## src/rtl/dsp_post_adder_acc.sv

```systemverilog
// DSP48A1-style post-adder/accumulator: X/Z operand muxes, 48-bit add/subtract with carry-in,
// and a falling-edge P register that feeds back for multiply-accumulate and drives the cascade.
module dsp_post_adder_acc #(
    parameter int unsigned P_WIDTH    = 48,
    parameter int unsigned M_WIDTH    = 36,
    parameter int unsigned PREG       = 1,
    parameter int unsigned CARRYINREG = 1,
    parameter              CARRYINSEL = "OPMODE5"
) (
    input  logic               CLK,
    input  logic               RST_N,
    input  logic               CEP,
    input  logic               CECARRYIN,
    input  logic [7:0]         OPMODE,
    input  logic               CARRYIN,
    input  logic [M_WIDTH-1:0] M,
    input  logic [P_WIDTH-1:0] DAB,
    input  logic [P_WIDTH-1:0] C,
    input  logic [P_WIDTH-1:0] PCIN,
    output logic [P_WIDTH-1:0] P,
    output logic [P_WIDTH-1:0] PCOUT,
    output logic               CARRYOUT,
    output logic               CARRYOUTF
);

    localparam int unsigned S_WIDTH   = P_WIDTH + 1;
    localparam int unsigned EXT_WIDTH = P_WIDTH - M_WIDTH;
    localparam bit          USE_PORT  = (CARRYINSEL == "CARRYIN");

    logic [P_WIDTH-1:0] p_reg;
    logic               co_reg;
    logic [P_WIDTH-1:0] x_op;
    logic [P_WIDTH-1:0] z_op;
    logic               cin_src;
    logic               cin;
    logic [S_WIDTH-1:0] result;
    logic [P_WIDTH-1:0] sum;
    logic               co;

    // Parameter-dependent inputs and reserved OPMODE bits.
    logic unused_inputs;
    assign unused_inputs = ^{OPMODE[6], OPMODE[4], CARRYIN, CECARRYIN, OPMODE[5]};

    assign cin_src = USE_PORT ? CARRYIN : OPMODE[5];

    // Carry-in register keeps cin aligned with the M pipeline stage.
    generate
        if (CARRYINREG != 0) begin : g_cyi_reg
            logic cyi_reg;
            always_ff @(negedge CLK or negedge RST_N) begin
                if (!RST_N) begin
                    cyi_reg <= 1'b0;
                end else if (CECARRYIN) begin
                    cyi_reg <= cin_src;
                end
            end
            assign cin = cyi_reg;
        end else begin : g_cyi_direct
            assign cin = cin_src;
        end
    endgenerate

    // X operand select.
    always_comb begin
        x_op = '0;
        unique case (OPMODE[1:0])
            2'd0: x_op = '0;
            2'd1: x_op = {{EXT_WIDTH{1'b0}}, M};
            2'd2: x_op = p_reg;
            2'd3: x_op = DAB;
            default: x_op = '0;
        endcase
    end

    // Z operand select.
    always_comb begin
        z_op = '0;
        unique case (OPMODE[3:2])
            2'd0: z_op = '0;
            2'd1: z_op = PCIN;
            2'd2: z_op = p_reg;
            2'd3: z_op = C;
            default: z_op = '0;
        endcase
    end

    // 49-bit arithmetic; in subtract mode the top bit is the borrow.
    always_comb begin
        result = '0;
        if (OPMODE[7]) begin
            result = {1'b0, z_op} - ({1'b0, x_op} + S_WIDTH'(cin));
        end else begin
            result = {1'b0, z_op} + {1'b0, x_op} + S_WIDTH'(cin);
        end
    end

    assign sum = result[P_WIDTH-1:0];
    assign co  = result[P_WIDTH];

    // Feedback register clocks regardless of PREG so accumulation works either way.
    always_ff @(negedge CLK or negedge RST_N) begin
        if (!RST_N) begin
            p_reg  <= '0;
            co_reg <= 1'b0;
        end else if (CEP) begin
            p_reg  <= sum;
            co_reg <= co;
        end
    end

    generate
        if (PREG != 0) begin : g_out_reg
            assign P        = p_reg;
            assign CARRYOUT = co_reg;
        end else begin : g_out_comb
            logic unused_co_reg;
            assign unused_co_reg = co_reg;
            assign P        = sum;
            assign CARRYOUT = co;
        end
    endgenerate

    assign PCOUT     = p_reg;
    assign CARRYOUTF = CARRYOUT;

endmodule
```

## config.mk

```make
export PLATFORM = sky130hd
export DESIGN_NAME = dsp_post_adder_acc
export DESIGN_NICKNAME = d
export VERILOG_FILES = /design/src/rtl/dsp_post_adder_acc.sv
export SDC_FILE = /design/constraint.sdc
export NUM_CORES = 1
export LEC_CHECK = 0
export CAP_MARGIN = 0
export CORE_UTILIZATION = 55
export DETAILED_ROUTE_END_ITERATION = 10
export PLACE_DENSITY = 0.95
export SLEW_MARGIN = 20
export SYNTH_ARGS = -nofsm -noshare
export SYNTH_HDL_FRONTEND = slang
export SYNTH_SLANG_ARGS = --single-unit
```

## constraint.sdc

```tcl
create_clock -name CLK -period 7.05 [get_ports CLK]
set_input_delay 1.0575 -clock CLK [delete_from_list [all_inputs] [get_ports CLK]]
set_output_delay 1.0575 -clock CLK [all_outputs]
set_load 0.01 [all_outputs]
```

==> results of run 1 <==
## per-layer routing
layer	global-route usage (%)	overflow
met5	48.6	0
met4	102	230
met3	75.5	25
met2	111	540
met1	85.2	16
## repair_timing
| action | 4_1_cts |
|---|---|
| pin swaps | 125 |
| setup endpoints to repair | 47 |
| setup buffers | 40 |
| resized for setup | 235 |
| gates cloned | 3 |
## through the flow
step / cell area (um2) / hold slack, ps
after CTS: 18600 / 555
after detailed placement: 16900 / 549
after global placement: 16900 / 533
after floorplan: 11600 / 500
## logic make-up after synthesis
family | Yosys count | share of synthesized area, %
mux | 102 | 10.2
fa+ha+maj | 143 | 16.5
simple gates | 319 | 13.8
compound gates | 496 | 30.2
xor+xnor | 81 | 6.44
buf+inv | 272 | 11.5
flops | 50 | 11.4
==> metrics.yaml, run 1 <==
cts_buffers: 5
tool.error: "[ERROR GRT-0116] Global routing finished with congestion. Check the congestion regions in the DRC Viewer."
grt_overflow: 811
synth_seq_area_share_pct: 11.4
synth.top_cell.area_share_pct: 15.8
yosys.cell_types.count: 83
syn_nets: 1799
place.gp.congestion: 1.10
synth_area_leaders: "ha_1 (16%), dfrtn_1 (11%), mux2_2 (8.4%), a21oi_1 (6.9%), inv_1 (5.1%)"
track_usage_pct: 91.6
syn_inst: 1463
fp.dieW_um: 144
clock-sinks: 50
yosys.area.top_type: "ha_1"
place_inst: 2276
status: "stopped before the end"
cts-root-buf: "clkbuf_16"
rows: 51
syn-cell-area_um2: 11000
yosysMostFrequentCell: "a21oi_1"
cts_max_level: 2
dp_slack_ps: -1790
top_level_ports: 291
port_buffers: 287
grt_pass1_wl_um: 143000
hpwl_um: 42300
initial_utilization_pct: 56.4
synthesis.area_per_instance_um2: 7.53
stop_stage: "5_1_grt"
grt_pass1_vias: 21453
synth-seq-cells: 50
synth_commonest_cells: "a21oi_1 (153), inv_1 (149), ha_1 (139)"
synth_edf_count: 0
ctsHoldBuffers: 0
die_h_um: 144
yosysWarnings: 0
synthFlopType: "dfrtn_1"
grt_max_degree: 44
async_flop_share_pct: 100
clock_path_buffers: 2
==> run 2, diff against run 1 <==
--- a/config.mk
+++ b/config.mk
@@ -6,9 +6,9 @@
 export NUM_CORES = 1
 export LEC_CHECK = 0
 export CAP_MARGIN = 0
-export CORE_UTILIZATION = 55
+export CORE_UTILIZATION = 40
 export DETAILED_ROUTE_END_ITERATION = 10
-export PLACE_DENSITY = 0.95
+export PLACE_DENSITY_LB_ADDON = 0.15
 export SLEW_MARGIN = 20
 export SYNTH_ARGS = -nofsm -noshare
 export SYNTH_HDL_FRONTEND = slang
==> run 2 against run 1 <==
Net effect: the flow now finishes, with violations (setup timing); synthesized area unchanged; synthesized cell count unchanged.
==> metrics.yaml, run 2 <==
largest_reg_flops: 48
clock_path_buffers: 2  # unchanged
avgViaCountPerCell: 5.58
synthesis.area_per_instance_um2: 7.53  # unchanged
synth-seq-cells: 50  # unchanged
cp-start-kind: "input port"
nets: 2436
drive_above_1_share_pct: 39.2
drv_cap: 0
crit_path_max_incr_delay_ps: 470
detail_route.wl_per_cell_um: 20.2
p_per_area_nw_per_um2: 349
tightest_slew_ps: 803
synth_edf_count: 0  # unchanged
fin_area_um2: 19700
cts_buffers: 5  # unchanged
drc: 0
fin_ws_ps: -1070
place.gp.congestion: 0.928  # was 1.10
end_kind: "flop"
syn-cell-area_um2: 11000  # unchanged
yosysMostFrequentCell: "a21oi_1"  # unchanged
crit_chain: "buf_12 -> buf_12 -> buf_6 -> mux2_4 -> a22o_4 -> ha_4 -> o211ai_1 -> a21o_1 -> and2_4 -> a2111o_1 -> a2111oi_4 -> buf_4 -> o21bai_4 -> o31ai_4 -> a31oi_2 -> xnor2_2 -> o221ai_2"
setup_violations: 44
yosysWarnings: 0  # unchanged
fin_skew_ps: 7.12
cts-root-buf: "clkbuf_16"  # unchanged
drt_wl_total_um: 49400
first_pass_iters: 5
syn_nets: 1799  # unchanged
syn_to_final_growth_pct: 78.9
fp.dieW_um: 168  # was 144 um
critical_path_peak_fanout: 7
hold_class: "reg2reg"
grt_setup_unrepaired: "yes"
grt_overflow: 0
yosys.cell_types.count: 83  # unchanged
clkTransAtPathRegs_ps: 60
syn_inst: 1463  # unchanged
die_h_um: 168  # was 144 um
crit_slowest_cell: "a2111o_1"
mostFrequentLayoutCells: "buf_4 (401), clkdlybuf4s50_1 (249), inv_1 (136), a21oi_1 (115), nor2_1 (89)"
yosys.area.top_type: "ha_1"  # unchanged
antenna_cells: 0
crit_type: "in2reg"
hold_violations: 0
fillCellCount: 2047
rows: 60  # was 51
synth.top_cell.area_share_pct: 15.8  # unchanged
drtIter0Drc: 940
status: "finished with violations"  # was stopped before the end
place_area_um2: 17200  # was 16900 um2
final_common_cell: "buf_4"
ir_drop_uv: 188
grt_pass1_vias: 13664
slew_headroom_pct: 46.5
r2r_cells: 15
port_buffers: 287  # unchanged
crit_required_ps: 3680
leakagePower_uw: 0.00891
whs_path_depth: 1
initial_utilization_pct: 40.9  # was 56.4%
async_flop_share_pct: 100  # unchanged
synth_commonest_cells: "a21oi_1 (153), inv_1 (149), ha_1 (139)"  # unchanged
top_level_ports: 291  # unchanged
grt_pass1_wl_um: 75000
regArea_um2: 1250
p_total_uw: 6870
hpwl_um: 37000  # was 42300 um
track_usage_pct: 33.8
dp_slack_ps: -1550  # was -1790 ps
antenna_found_initial: 0
die_area_um2: 28200
synth_area_leaders: "ha_1 (16%), dfrtn_1 (11%), mux2_2 (8.4%), a21oi_1 (6.9%), inv_1 (5.1%)"  # unchanged
core-area_um2: 27000
crit_arrival_ps: 4750
clock_latency_ps: 330
vias: 13635
violations: "setup timing"
clock-sinks: 50  # unchanged
multiInputGateArea_um2: 10600
cpMostUsedCell: "buf_12"
synth_seq_area_share_pct: 11.4  # unchanged
tritoncts: "built"
grt_max_degree: 63
slew_viol_final: 0
ant_nets: 0
synthFlopType: "dfrtn_1"  # unchanged
cts_max_level: 2  # unchanged
-- run 2: report_power, final --
group	total, uW	internal, uW	switching [uW]
combinational	5920	3150	2770
sequential	672	430	242
clock	281	133	148
total	6870	3710	3160
-- run 2: kinds of logic (layout without fill, tap and decap cells) --
kind of cell / Yosys count / in the layout / synth area share [%]
fa+ha+maj: 143 / 143 / 16.5
xor+xnor: 81 / 81 / 6.44
compound gates: 496 / 496 / 30.2
flops: 50 / 50 / 11.4
simple gates: 319 / 319 / 13.8
buf+inv: 272 / 910 / 11.5
mux: 102 / 102 / 10.2
-- run 2: what timing repair did --
action	in CTS	in global routing
hold buffers	0	0
endpoints found under the setup margin	45	45
resized for setup	225	162
setup buffers	49	26
gates cloned	2	1
pin swaps	111	107
-- run 2: final timing paths --
path	slack, ps	from	end
hold reg to reg	520	P[28]	P[28]
setup reg to reg	3080	P[14]	P[40]
min in group asynchronous	4190	RST_N	P[28]
hold / removal	520	P[28]	P[28]
setup / recovery	-1070	OPMODE[3]	P[47]
max in group asynchronous	2180	RST_N	P[6]
-- run 2: cell type report --
| type | instances | area share [%] |
|---|---|---|
| multi-input combinational | 1141 | 53.6 |
| timing repair buffer | 751 | 34.3 |
| sequential | 50 | 6.35 |
| inverter | 151 | 2.92 |
| tap | 341 | 2.16 |
| clock buffer | 6 | 0.654 |
| clock inverter | 2 | 0.0698 |
-- run 2: per-stage QoR --
stage               util [%]  hold slack (ps)  cells  TNS, ps
floorplan                  -              500   1463   -25060
global placement        63.8              518   2372   -52150
detailed placement      63.8              514   2372   -53150
CTS                     70.1              527   2430   -27240
global route            73.1              564   2442   -34600
finish                  73.1              524   2442   -30030
-- run 2: metal layers --
layer / track usage (%) / vias up / routed length [um]
li1: - / 6485 / -
met4: 8.97 / 0 / 1320
met5: 0 / - / 0
met3: 3.88 / 77 / 3290
met1: 44.2 / 6516 / 21500
met2: 58.5 / 557 / 23200
-- run 2: worst max-delay path: cells and delay by family --
kind / cells / cell delay [ps]
AOI/OAI and AO/OA: 9 / 2110
xor gates and xnor gates: 1 / 210
adders and majority gates: 1 / 280
buffers and inverters: 4 / 610
muxes: 1 / 300
and+or+nand+nor: 1 / 180
Power figures use the tool's default switching activity.
==> edit 1: new RTL, settings of run 2 <==
Set the parameter `P_WIDTH` to 96 (it was 48).
--- a/src/rtl/dsp_post_adder_acc.sv
+++ b/src/rtl/dsp_post_adder_acc.sv
@@ -2,5 +2,5 @@
 // and a falling-edge P register that feeds back for multiply-accumulate and drives the cascade.
 module dsp_post_adder_acc #(
-    parameter int unsigned P_WIDTH    = 48,
+    parameter int unsigned P_WIDTH    = 96,
     parameter int unsigned M_WIDTH    = 36,
     parameter int unsigned PREG       = 1,
Interface: changed (5 resized); port bits go from 291 to 531. No check against the original RTL was run, so the function may have changed too.
==> edit 1 against run 2 <==
The flow still finishes with violations (setup timing); wire length is 130% higher; final area up 110%; utilization shrank 0.083 points; total power increased by 110%; area after synthesis grew 110%; combinational power rose by 110%; sequential cell count increased by 48; worst setup slack got worse by 0.56 ns; first-iteration DRC count grew to 2.9 times the old value; synthesized cell count increased by 110%; critical endpoint is now P[73]$_DFFE_NN0P_; largest cell class unchanged.
==> edit 1: results (changes against run 2) <==
status=finished with violations; failing checks=setup timing; CP startpoint=OPMODE[0]; largest family of logic cells by synthesized area=compound AO/OA/AOI/OAI gates; Peak VDD IR=0.0001902 V (+1.4%); first-pass GRT wire length=168900 um (+130%); Max H-tree Level=3 (+1); critical path's largest stage delay=0.36 ns (-0.11 ns); clk_skew=0.009393 ns (+0.002268 ns); cell count after synthesis=3091 (+110%); Placed Instances=5060 (+110%); Sum Neg Setup Slack=-104.83 ns (-74.80 ns); vias per cell=5.713 (+2.3%); final cell count without fillers=5216 (+110%); flop-to-flop setup slack=2.57 ns (-0.51 ns); layout cells sized above 1=0.3920 (about the same); hpwl dp=88690 um (+140%); Setup Viol. Count Final=93 (+110%); First DRT Iteration DRCs=2771 (+190%); synth cell count leaders=a21oi_1, inv_1, ha_1, nor2_1, nand2_1; gr usage total=0.3793 (+0.04148); Wirelength per Cell=22.19 um (+9.8%); Power Internal=0.007724 W (+110%); Yosys cell types=80 (-3.6%); sequential area share after synthesis=0.1084 (-0.005194); GP Congestion=0.9891 (+6.5%); crit path DAT=5.40 ns (+0.65 ns); Place WS=-2.298 ns (-0.7489 ns); min-delay src=P[88]$_DFFE_NN0P_; final hold slack=0.5320 ns (+0.008031 ns); Post-Synth Adder-Cell Area=0.1600 (-0.005110); vias in the first global route=29522 (+120%); slew margin rel.=0.4131 (-0.05164); slowest CP cell=mux2_2; Largest register FFs=96 (+100%); largest cells by area after synthesis=ha_1, dfrtn_1, a21oi_1, mux2_2, inv_1; r2r startpoint=P[15]$_DFFE_NN0P_; Net Switching=0.006868 W (+120%); Seq pwr share=0.093 (-0.005); XOR/XNOR Fraction of Synth Area=0.06347 (-0.0009169); Pre-antenna DRT Iters=8 (+3); initial antenna violation count=2 (+2); cell depth of the worst hold path=2 (+1); compound-gate portion of the synthesized area=0.2959 (-0.006277); reg-to-reg endpoint=P[73]$_DFFE_NN0P_; CTS buffer count=9 (+4); Worst Hold End=P[88]$_DFFE_NN0P_; Leakage=18.66 nW (+110%); combinational power=0.0126 W (+110%); Synthesized Nets=3715 (+110%); mux contribution to synthesized area=0.09615 (-0.005830); Worst-Skew Late Latency=0.39 ns (+0.06 ns); Final WS setup=-1.627 ns (-0.5552 ns)
==> edit 1: cell count changes in the layout (fill, tap and decap cells not counted), moves of 41 or more <==
cell	change
buf_4	+579
clkdlybuf4s50_1	+259
inv_1	+130
nor2_1	+120
ha_1	+116
a21oi_1	+113
nand2_1	+107
nor2b_1	+68
a21o_1	+55
dfrtn_1	+48
mux2i_1	+48
o21ai_0	+47
nand4_1	+42
mux2_2	+41
==> edit 1: kinds of logic (layout without fill, tap and decap cells) <==
kind of cell / after synthesis / in the layout
compound gates: 1001 / 1001
xor+xnor: 164 / 164
fa+ha+maj: 287 / 287
buf+inv: 552 / 1928
flops: 98 / 98
mux: 201 / 201
other cells: 0 / 1
simple gates: 788 / 788
==> edit 1: layout make-up <==
| cell class | instances | area [sq um] |
|---|---|---|
| multi-input combinational | 2441 | 21430 |
| fill | 4247 | 14960 |
| clock inverter | 4 | 51.30 |
| sequential | 98 | 2452 |
| timing repair buffer | 1620 | 14330 |
| antenna | 1 | 2.502 |
| clock buffer | 12 | 246.5 |
| tap | 748 | 935.9 |
| inverter | 292 | 1111 |
==> edit 1: what timing repair did <==
| item | 4_1_cts | 5_1_grt |
|---|---|---|
| pin swaps | 223 | 156 |
| gates cloned | 5 | 0 |
| buffers inserted | 88 | 69 |
| setup endpoints to repair | 92 | 93 |
| resized for setup | 423 | 286 |
==> edit 1: routing by layer <==
layer | wire [um] | vias to the layer above | GRT usage
met4 | 4054 | 2 | 0.1370
met5 | 9 | - | 0
met2 | 53330 | 1360 | 0.6262
met1 | 49870 | 14441 | 0.5001
li1 | - | 13761 | -
met3 | 8495 | 237 | 0.05385
==> edit 2: new RTL, config.mk and constraints of run 2 <==
Without the edit above. Reset style: synchronous (`RST_N`), changed in 2 clocked blocks.
--- a/src/rtl/dsp_post_adder_acc.sv
+++ b/src/rtl/dsp_post_adder_acc.sv
@@ -48,5 +48,5 @@
         if (CARRYINREG != 0) begin : g_cyi_reg
             logic cyi_reg;
-            always_ff @(negedge CLK or negedge RST_N) begin
+            always_ff @(negedge CLK) begin
                 if (!RST_N) begin
                     cyi_reg <= 1'b0;
@@ -99,5 +99,5 @@
 
     // Feedback register clocks regardless of PREG so accumulation works either way.
-    always_ff @(negedge CLK or negedge RST_N) begin
+    always_ff @(negedge CLK) begin
         if (!RST_N) begin
             p_reg  <= '0;
Formal check against the unedited RTL: differs if RST_N is asserted again (counterexample within 4 cycles, from zero or initial values and one cycle with RST_N low); with RST_N held inactive, the same outputs for 4 cycles.
==> edit 2 against run 2 <==
The flow finishes with violations (DRC, setup timing); worst hold slack hardly changed; worst setup slack gained 0.076 ns; wire length is 0.19% lower; area after synthesis is 1.9% lower; sequential cell count unchanged; utilization grew 0.59 points; final area fell by 1.7%; total power is 43% lower; non-clock buffer count decreased by 5; critical path depth decreased by 1; critical endpoint is now P[42]$_SDFFE_NN0P_; largest cell class unchanged; largest power group unchanged.
==> edit 2: results (changes against run 2) <==
largest net degree at the start of global routing=36 (-43%); synth cell count leaders=inv_1, ha_1, a21oi_1, nor2_1, nand2_1; slowest CP cell=or3_4; Post-Synth Adder-Cell Area=0.1683 (+0.003231); IO buf count=287 (unchanged); Sum Neg Setup Slack=-29.55 ns (+0.4749 ns); clk_skew=0.02152 ns (+0.01439 ns); flop-to-flop setup slack=3.34 ns (+0.26 ns); Power Internal=0.002161 W (-42%); WL final=49260 um (-0.19%); layout cells sized above 1=0.3760 (-0.01572); Setup Viol. Count Final=44 (unchanged); sequential area share after synthesis=0.09262 (-0.02093); Vias=13807 (+1.3%); most common flop cell mapped by yosys=dfxtp_1; root buffer cell=clkbuf_16; Synthesized Nets=1792 (-0.39%); Final WS setup=-0.9954 ns (+0.07638 ns); Clock Power Share=0.114 (+0.073); GP Congestion=0.9496 (+2.3%); Peak VDD IR=0.0001557 V (-17%); largest cells by area after synthesis=ha_1, dfxtp_1, mux2_2, a21oi_1, inv_1; status=finished with violations; Worst-Skew Late Latency=0.41 ns (+0.08 ns); Warnings, synthesis=0 (unchanged); Pre-antenna DRT Iters=9 (+4); mux contribution to synthesized area=0.1040 (+0.001995); failing checks=DRC, setup timing; nets@finish=2468 (+1.3%); critical path's largest stage delay=0.43 ns (-0.04 ns); Yosys cell types=90 (+8.4%); GR Util met3=0.05195 (+0.01317); gr usage total=0.3387 (+0.0009227); combinational power=0.00306 W (-48%); Worst-Margin Slew=1.106 ns (+0.3029 ns); FFs w/ async S/R, synth=0 (-1.000); first-pass GRT wire length=74770 um (-0.36%); compound-gate portion of the synthesized area=0.3067 (+0.004523); CP max FO=4 (-3); met2 capacity usage during global routing=0.5988 (+0.01405); XOR/XNOR Fraction of Synth Area=0.06727 (+0.002881); Max H-tree Level=2 (unchanged); First DRT Iteration DRCs=1059 (+13%); Net Switching=0.001751 W (-45%); hpwl dp=36690 um (-0.98%); met1 Use GR=0.4047 (-0.03760); Largest register FFs=48 (unchanged); Leakage=8.949 nW (+0.46%); worst min path class=reg2reg; placed inst area=17110 sq um (-0.47%); post-detailed-route DRC marker count=18 (+18); Place WS=-1.501 ns (+0.04768 ns)
[edit 2: final timing paths]
path                            cells after the start                from                  to
worst max-delay path                               16               C[10]  P[42]$_SDFFE_NN0P_
worst min register to register                      2  P[19]$_SDFFE_NN0P_  P[19]$_SDFFE_NN0P_
worst min-delay path                                2  P[19]$_SDFFE_NN0P_  P[19]$_SDFFE_NN0P_
worst max register to register                     16   P[9]$_SDFFE_NN0P_  P[42]$_SDFFE_NN0P_
[edit 2: critical path: cells and delay by family]
kind            cells  cell delay [ns]
simple gates        3             0.69
mux                 1             0.27
xor+xnor            1             0.05
compound gates      7             1.62
buf+inv             2             0.56
fa+ha+maj           2             0.53
[edit 2: timing repair]
item / in CTS / in global routing
setup endpoints to repair: 44 / 45
gates cloned: 2 / 0
setup buffers: 38 / 22
pin swaps: 84 / 66
hold endpoints to repair: 0 / 0
resized for setup: 171 / 118
[edit 2: layer usage]
metal  wire length [um]  part of all wire
met5                  0                 0
met4               2294             0.047
met3               3147             0.064
met2              23870              0.48
met1              19950              0.41
[edit 2: final cells by class]
class,count,area (sq um)
Multi-Input combinational cell,1136,10360
Inverter,143,541.8
Sequential cell,50,1001
Clock inverter,53,235.2
Fill cell,1999,6905
Clock buffer,5,125.1
Timing Repair Buffer,746,6694
Tap cell,335,419.2
[edit 2: metrics by stage]
stage / cells / hold WS (ns) / util
floorplan: 1456 / 0.5028 / -
global placement: 2353 / 0.5158 / 0.6509
detailed placement: 2353 / 0.5060 / 0.6509
CTS: 2448 / 0.5260 / 0.7078
global route: 2468 / 0.5735 / 0.7372
finish: 2468 / 0.5242 / 0.7372
